[src/rtl/spi_pkg.sv]
// Shared constants and types for the SPI slave: fill byte, mode encodings
// ({cpol,cpha}) and the transfer state enum.
package spi_pkg;

    localparam logic [7:0] SPI_FILL_BYTE = 8'hFF;

    localparam logic [1:0] MODE0 = 2'b00;
    localparam logic [1:0] MODE1 = 2'b01;
    localparam logic [1:0] MODE2 = 2'b10;
    localparam logic [1:0] MODE3 = 2'b11;

    typedef enum logic {
        IDLE,
        SHIFT
    } state_t;

endpackage

[src/rtl/spislave_sync_edge.sv]
// Multi-stage synchronizer for one asynchronous bit, with rise/fall pulses
// derived from the last two synchronized samples.
module sync_edge #(
    parameter int STAGES = 2
) (
    input  logic clkin,
    input  logic rst,
    input  logic d,
    output logic q,
    output logic rise,
    output logic fall
);

    logic [STAGES-1:0] sync;
    logic              prev;

    // NOTE: clocked state uses non-blocking assignments so every stage
    // samples the value from before the edge, keeping the chain a true shift.
    always_ff @(posedge clkin or posedge rst) begin
        if (rst) begin
            sync <= '0;
            prev <= 1'b0;
        end else begin
            sync <= {sync[STAGES-2:0], d};
            prev <= sync[STAGES-1];
        end
    end

    assign q    = sync[STAGES-1];
    assign rise = q & ~prev;
    assign fall = ~q & prev;

endmodule

[src/rtl/spislave.sv]
// SPI slave: oversamples sclk/mosi/cs on clkin and shifts one byte per
// transfer, MSB first, full duplex, with host rx/tx registers and flags.
module spislave
    import spi_pkg::*;
#(
    parameter int         SYNC_STAGES = 2,
    parameter logic [7:0] FILL_BYTE   = SPI_FILL_BYTE
) (
    input  logic       clkin,
    input  logic       rst,
    input  logic       cpol,
    input  logic       cpha,
    input  logic       cspol,
    input  logic       sclk,
    input  logic       mosi,
    input  logic       cs,
    output logic       miso,
    output logic       miso_oe,
    input  logic [7:0] data_i,
    input  logic       load,
    output logic       tx_empty,
    output logic [7:0] data_o,
    output logic       rx_valid,
    output logic       rx_full,
    input  logic       rd,
    output logic       overrun,
    output logic       underrun,
    input  logic       clr,
    output logic       busy
);

    logic                   sclk_q, sclk_rise, sclk_fall;
    logic                   cs_q, cs_rise, cs_fall;
    logic [SYNC_STAGES-1:0] mosi_sync;
    logic                   mosi_s;

    state_t     state;
    logic [7:0] shift;
    logic [7:0] hold;
    logic [2:0] cnt;
    logic [7:0] start_byte;
    logic       start_fill;

    logic cs_act, act_rise;
    logic sclk_edge, leading, trailing, sample, present;
    logic complete, do_start;

    sync_edge #(.STAGES(SYNC_STAGES)) u_sclk_sync (
        .clkin (clkin),
        .rst   (rst),
        .d     (sclk),
        .q     (sclk_q),
        .rise  (sclk_rise),
        .fall  (sclk_fall)
    );

    sync_edge #(.STAGES(SYNC_STAGES)) u_cs_sync (
        .clkin (clkin),
        .rst   (rst),
        .d     (cs),
        .q     (cs_q),
        .rise  (cs_rise),
        .fall  (cs_fall)
    );

    // mosi only needs the same delay as sclk so samples stay aligned.
    always_ff @(posedge clkin or posedge rst) begin
        if (rst) mosi_sync <= '0;
        else     mosi_sync <= {mosi_sync[SYNC_STAGES-2:0], mosi};
    end
    assign mosi_s = mosi_sync[SYNC_STAGES-1];

    // cs activity edges come from the raw cs edges so a cspol change while
    // idle cannot fake a start.
    assign cs_act    = (cs_q == cspol);
    assign act_rise  = cspol ? cs_rise : cs_fall;
    assign sclk_edge = sclk_rise | sclk_fall;
    assign leading   = sclk_edge & (sclk_q != cpol);
    assign trailing  = sclk_edge & (sclk_q == cpol);
    assign sample    = cpha ? trailing : leading;
    assign present   = cpha ? leading  : trailing;
    assign complete  = (state == SHIFT) && cs_act && sample && (cnt == 3'd7);
    assign do_start  = ((state == IDLE) && act_rise) || complete;
    assign busy      = (state == SHIFT);

    // NOTE: every output of this block gets a default first, so no path
    // leaves a value unassigned and no latch is inferred.
    always_comb begin
        start_byte = FILL_BYTE;
        start_fill = 1'b1;
        if (!tx_empty) begin
            start_byte = hold;
            start_fill = 1'b0;
        end else if (load) begin
            start_byte = data_i;
            start_fill = 1'b0;
        end
    end

    // NOTE: hold and shift are plain flops, not a memory array, so they take
    // the asynchronous reset like every other register.
    always_ff @(posedge clkin or posedge rst) begin
        if (rst) begin
            state    <= IDLE;
            shift    <= '0;
            hold     <= '0;
            cnt      <= '0;
            tx_empty <= 1'b1;
            data_o   <= '0;
            rx_valid <= 1'b0;
            rx_full  <= 1'b0;
            overrun  <= 1'b0;
            underrun <= 1'b0;
            miso     <= 1'b0;
            miso_oe  <= 1'b0;
        end else begin
            rx_valid <= 1'b0;

            // A load that coincides with a start on an empty register is
            // consumed directly by the shift register.
            if (load && !(do_start && tx_empty)) begin
                hold     <= data_i;
                tx_empty <= 1'b0;
            end else if (do_start) begin
                tx_empty <= 1'b1;
            end

            if (complete)  rx_full <= 1'b1;
            else if (rd)   rx_full <= 1'b0;

            if (complete && rx_full && !rd) overrun <= 1'b1;
            else if (clr)                   overrun <= 1'b0;

            if (do_start && start_fill) underrun <= 1'b1;
            else if (clr)               underrun <= 1'b0;

            case (state)
                IDLE: begin
                    miso_oe <= 1'b0;
                    if (do_start) begin
                        state   <= SHIFT;
                        shift   <= start_byte;
                        cnt     <= '0;
                        miso_oe <= 1'b1;
                        if (!cpha) miso <= start_byte[7];
                    end
                end
                SHIFT: begin
                    if (!cs_act) begin
                        state   <= IDLE;
                        cnt     <= '0;
                        miso_oe <= 1'b0;
                    end else if (sample) begin
                        if (cnt == 3'd7) begin
                            data_o   <= {shift[6:0], mosi_s};
                            rx_valid <= 1'b1;
                            shift    <= start_byte;
                            cnt      <= '0;
                            if (!cpha) miso <= start_byte[7];
                        end else begin
                            shift <= {shift[6:0], mosi_s};
                            cnt   <= cnt + 3'd1;
                        end
                    end else if (present) begin
                        // With cpha=0 the trailing edge right after a byte
                        // start must keep the new MSB already on miso.
                        if (cpha || cnt != 3'd0) miso <= shift[7];
                    end
                end
                default: state <= IDLE;
            endcase
        end
    end

endmodule

[config.mk]
export PLATFORM = sky130hd
export DESIGN_NAME = spislave
export DESIGN_NICKNAME = d
export VERILOG_FILES = /design/src/rtl/spi_pkg.sv /design/src/rtl/spislave_sync_edge.sv /design/src/rtl/spislave.sv
export SDC_FILE = /design/constraint.sdc
export NUM_CORES = 1
export LEC_CHECK = 0
export CAP_MARGIN = 40
export CORE_AREA = 2 2 69 71
export DETAILED_ROUTE_END_ITERATION = 10
export DIE_AREA = 0 0 71 73
export PLACE_DENSITY = 0.78
export REMOVE_ABC_BUFFERS = 1
export SLEW_MARGIN = 20
export SYNTH_ARGS = -nofsm -noshare
export SYNTH_HDL_FRONTEND = slang
export SYNTH_SLANG_ARGS = --single-unit
[constraint.sdc]
create_clock -name clkin -period 4.15 [get_ports clkin]
set_input_delay 0.415 -clock clkin [delete_from_list [all_inputs] [get_ports clkin]]
set_output_delay 0.415 -clock clkin [all_outputs]
set_load 0.05 [all_outputs]
==> results by group <==
Outcome
  • Run status: completed

Route
  • Final wirelength: roughly 3.4 mm
  • Via Count: 1,273
  • Via density: approximately 5
  • Post-Route M1 WL: about 1.6 mm
  • Remaining antenna violation count: 0
  • Top Layer Used: met4
  • DRT iter0 DRCs: 77
  • Met2 WL: around 1.6 mm
  • Residual DRC: 0
  • DR WL met3: ~130 um
  • DR pass1 iterations: 4
  • Per-cell routed wire length: roughly 14 um

Finish
  • Most frequent cells in the layout: dfrtp_1 (42), clkdlybuf4s50_1 (34), nor2_1 (20)
  • Final layout net count: ~220
  • Area delta synth->final: 26.4%
  • Layout cells sized above 1: 0.185
  • Layout Cell Area excl Fill: between 2000 and 2500 um^2
  • Most common cell after layout, fill and taps aside: dfrtp_1
  • Final Core Density: 0.534
  • ANT cells: 0

Clock network
  • Maximum root-to-sink buffer count: 2
  • Register clock-pin slew on the reported worst setup and hold paths: about 0.080 ns
  • H-Tree Depth: 2
  • Worst-skew pair later-pin latency: around 0.30 ns
  • Post-CTS Setup Inserts: 0
  • CTS Buf Count: 5
  • Hold_buf cts: 0
  • CTS resizes: 0
  • CTS tree: yes
  • CTS sink cnt: between 40 and 50
  • Root Driver: clkbuf_8

Setup path
  • CP cell instances: clkdlybuf4s50_1
  • Data arrival time of the worst path: between 1.5 and 2 ns
  • Setup Crit Path Kind: reg -> out
  • Crit path max-delay family: buffers and inverters
  • R2r setup slk: approximately 2.2 ns
  • Crit end category: primary output
  • Worst Path Buf+Inv: 1
  • CP max-delay cell: clkdlybuf4s50_1
  • Worst path required time: 3.73 ns
  • Crit path max fanout: 16
  • CP peak stage delay: 0.86 ns
  • CP Launch Type: register

Timing
  • Max Fclk: roughly 440 MHz
  • Worst slew margin: 0.643
  • RSZ-0062 raised after global routing: false
  • Worst hold slack: ~0.35 ns
  • Final period util: 0.550
  • Max Slew Vio Count: 0
  • Total negative slack: 0 ns
  • Final Critical Period: approximately 2.3 ns
  • Slew @ Worst Pin: approximately 0.53 ns
  • Final setup fails: 0
  • Clock Skew: approximately 0.007 ns
  • Hold Fails Final Rpt: 0

Synth
  • Synth Instances: 161
  • Synthesized area: 1920 um^2
  • Yosys reg bits: 43
  • Synth Warn #: 0
  • Seq/Total Area, Yosys: 0.562
  • Syn_area_per_cell: roughly 12 um^2
  • Netlist cell types: 38

Die
  • I/O Pins: 35
  • Die Width: between 70 and 80 um
  • Row count: 25
  • CORE AREA: 4540 um^2
  • DIE AREA: around 5200 um^2
  • Die span in y: 73 um
  • Initial Utilization: 0.423

Placement
  • Number of port buffers: 34
  • Routability-driven placement congestion ratio: ~0.83
  • Area after DPL: 2310 um^2
  • Hpwl dp: ~2.5 mm

Global route
  • Grt ovf: 0
  • Pin count of the biggest net entering global routing: 44
  • Gr usage total: 0.150
  • Number of global-route vias before repair: about 1,300
  • Initial antenna violation count: 0
  • Global-route wire length before repair: around 6.1 mm

Power
  • VDD IR max: 306 uV
  • Lkg Pwr: ~1.1 nW
  • Pwr dens: around 450 nW/um^2

Hold path
  • Worst hold path class: reg -> reg

Flow run
  • Max-cap violations: 0
state kept, by name, indices dropped and copies added (netlist names), 2 cells and up:
register and count:
u_cs_sync.sync 2, data_o 8, hold 8, mosi_sync 2
shift 8, cnt 3, u_sclk_sync.sync 2
power breakdown:
| group | switching [W] | internal, W |
|---|---|---|
| clock | 0.000146 | 0.000179 |
| combinational | 0.000126 | 0.0000988 |
| sequential | 0.0000516 | 0.000480 |
metal layers:
layer  up-vias  track usage
met1       589        0.208
met3         8       0.0414
li1        644            -
met4         0       0.0650
met5         -            0
met2        32        0.221
cell usage after synthesis (all sizes together):
cell | count | share of area
a21o | 1 | 0.0039
a21oi | 17 | 0.046
a22o | 3 | 0.014
a22oi | 1 | 0.011
a311oi | 1 | 0.0046
and2 | 1 | 0.0033
buf | 2 | 0.0098
clkbuf | 3 | 0.0059
dfrtp | 42 | 0.55
dfstp | 1 | 0.014
ha | 3 | 0.020
inv | 7 | 0.014
mux2 | 16 | 0.11
mux2i | 2 | 0.017
nand2 | 12 | 0.025
nand2b | 1 | 0.0033
nand3 | 2 | 0.0052
nand3b | 2 | 0.0078
nor2 | 21 | 0.042
nor2b | 3 | 0.0098
o2111a | 1 | 0.0059
o21ai | 3 | 0.0078
o221ai | 1 | 0.0046
o22ai | 8 | 0.026
o311ai | 1 | 0.014
o31a | 1 | 0.0046
or2 | 1 | 0.0033
or3b | 1 | 0.0046
xnor2 | 2 | 0.013
xor2 | 1 | 0.0046
layout make-up:
| class | count | area [um^2] |
|---|---|---|
| clock buffer | 5 | 68.8 |
| clock inverter | 3 | 43.8 |
| fill | 384 | 2110 |
| inverter | 7 | 26.3 |
| multi-input combinational | 106 | 783 |
| sequential | 43 | 1080 |
| tap | 54 | 67.6 |
| timing repair buffer | 36 | 355 |
final timing paths:
| kind | cells past startpoint | start | end |
|---|---|---|---|
| min | 0 | u_sclk_sync.sync[0]$_DFF_PP0_ | u_sclk_sync.sync[1]$_DFF_PP0_ |
| max reg2reg | 5 | u_cs_sync.sync[1]$_DFF_PP0_ | hold[5]$_DFFE_PP0P_ |
| min in group asynchronous | 3 | rst | rx_valid$_DFF_PP0_ |
| max in group asynchronous | 3 | rst | tx_empty$_DFFE_PP1P_ |
| min reg2reg | 0 | u_sclk_sync.sync[0]$_DFF_PP0_ | u_sclk_sync.sync[1]$_DFF_PP0_ |
| max | 1 | tx_empty$_DFFE_PP1P_ | tx_empty |
metrics by stage:
stage	instances	power [W]	setup WS (ns)
4_1_cts	254	0.00109	1.86
3_3_place_gp	245	0.000750	1.70
3_5_place_dp	246	0.000761	1.68
5_1_grt	254	0.00114	1.82
6_report	254	0.00108	1.87
2_1_floorplan	156	0.000683	2.10
kinds of logic after synthesis:
family	Yosys count	share of synthesized area
buffers and inverters	12	0.0294
AOI/OAI and AO/OA	38	0.142
adders and majority gates	3	0.0196
DFF	43	0.562
and+or+nand+nor	44	0.104
xor gates and xnor gates	3	0.0176
muxes	18	0.125
Note: power is estimated with default switching activity, not from simulation.
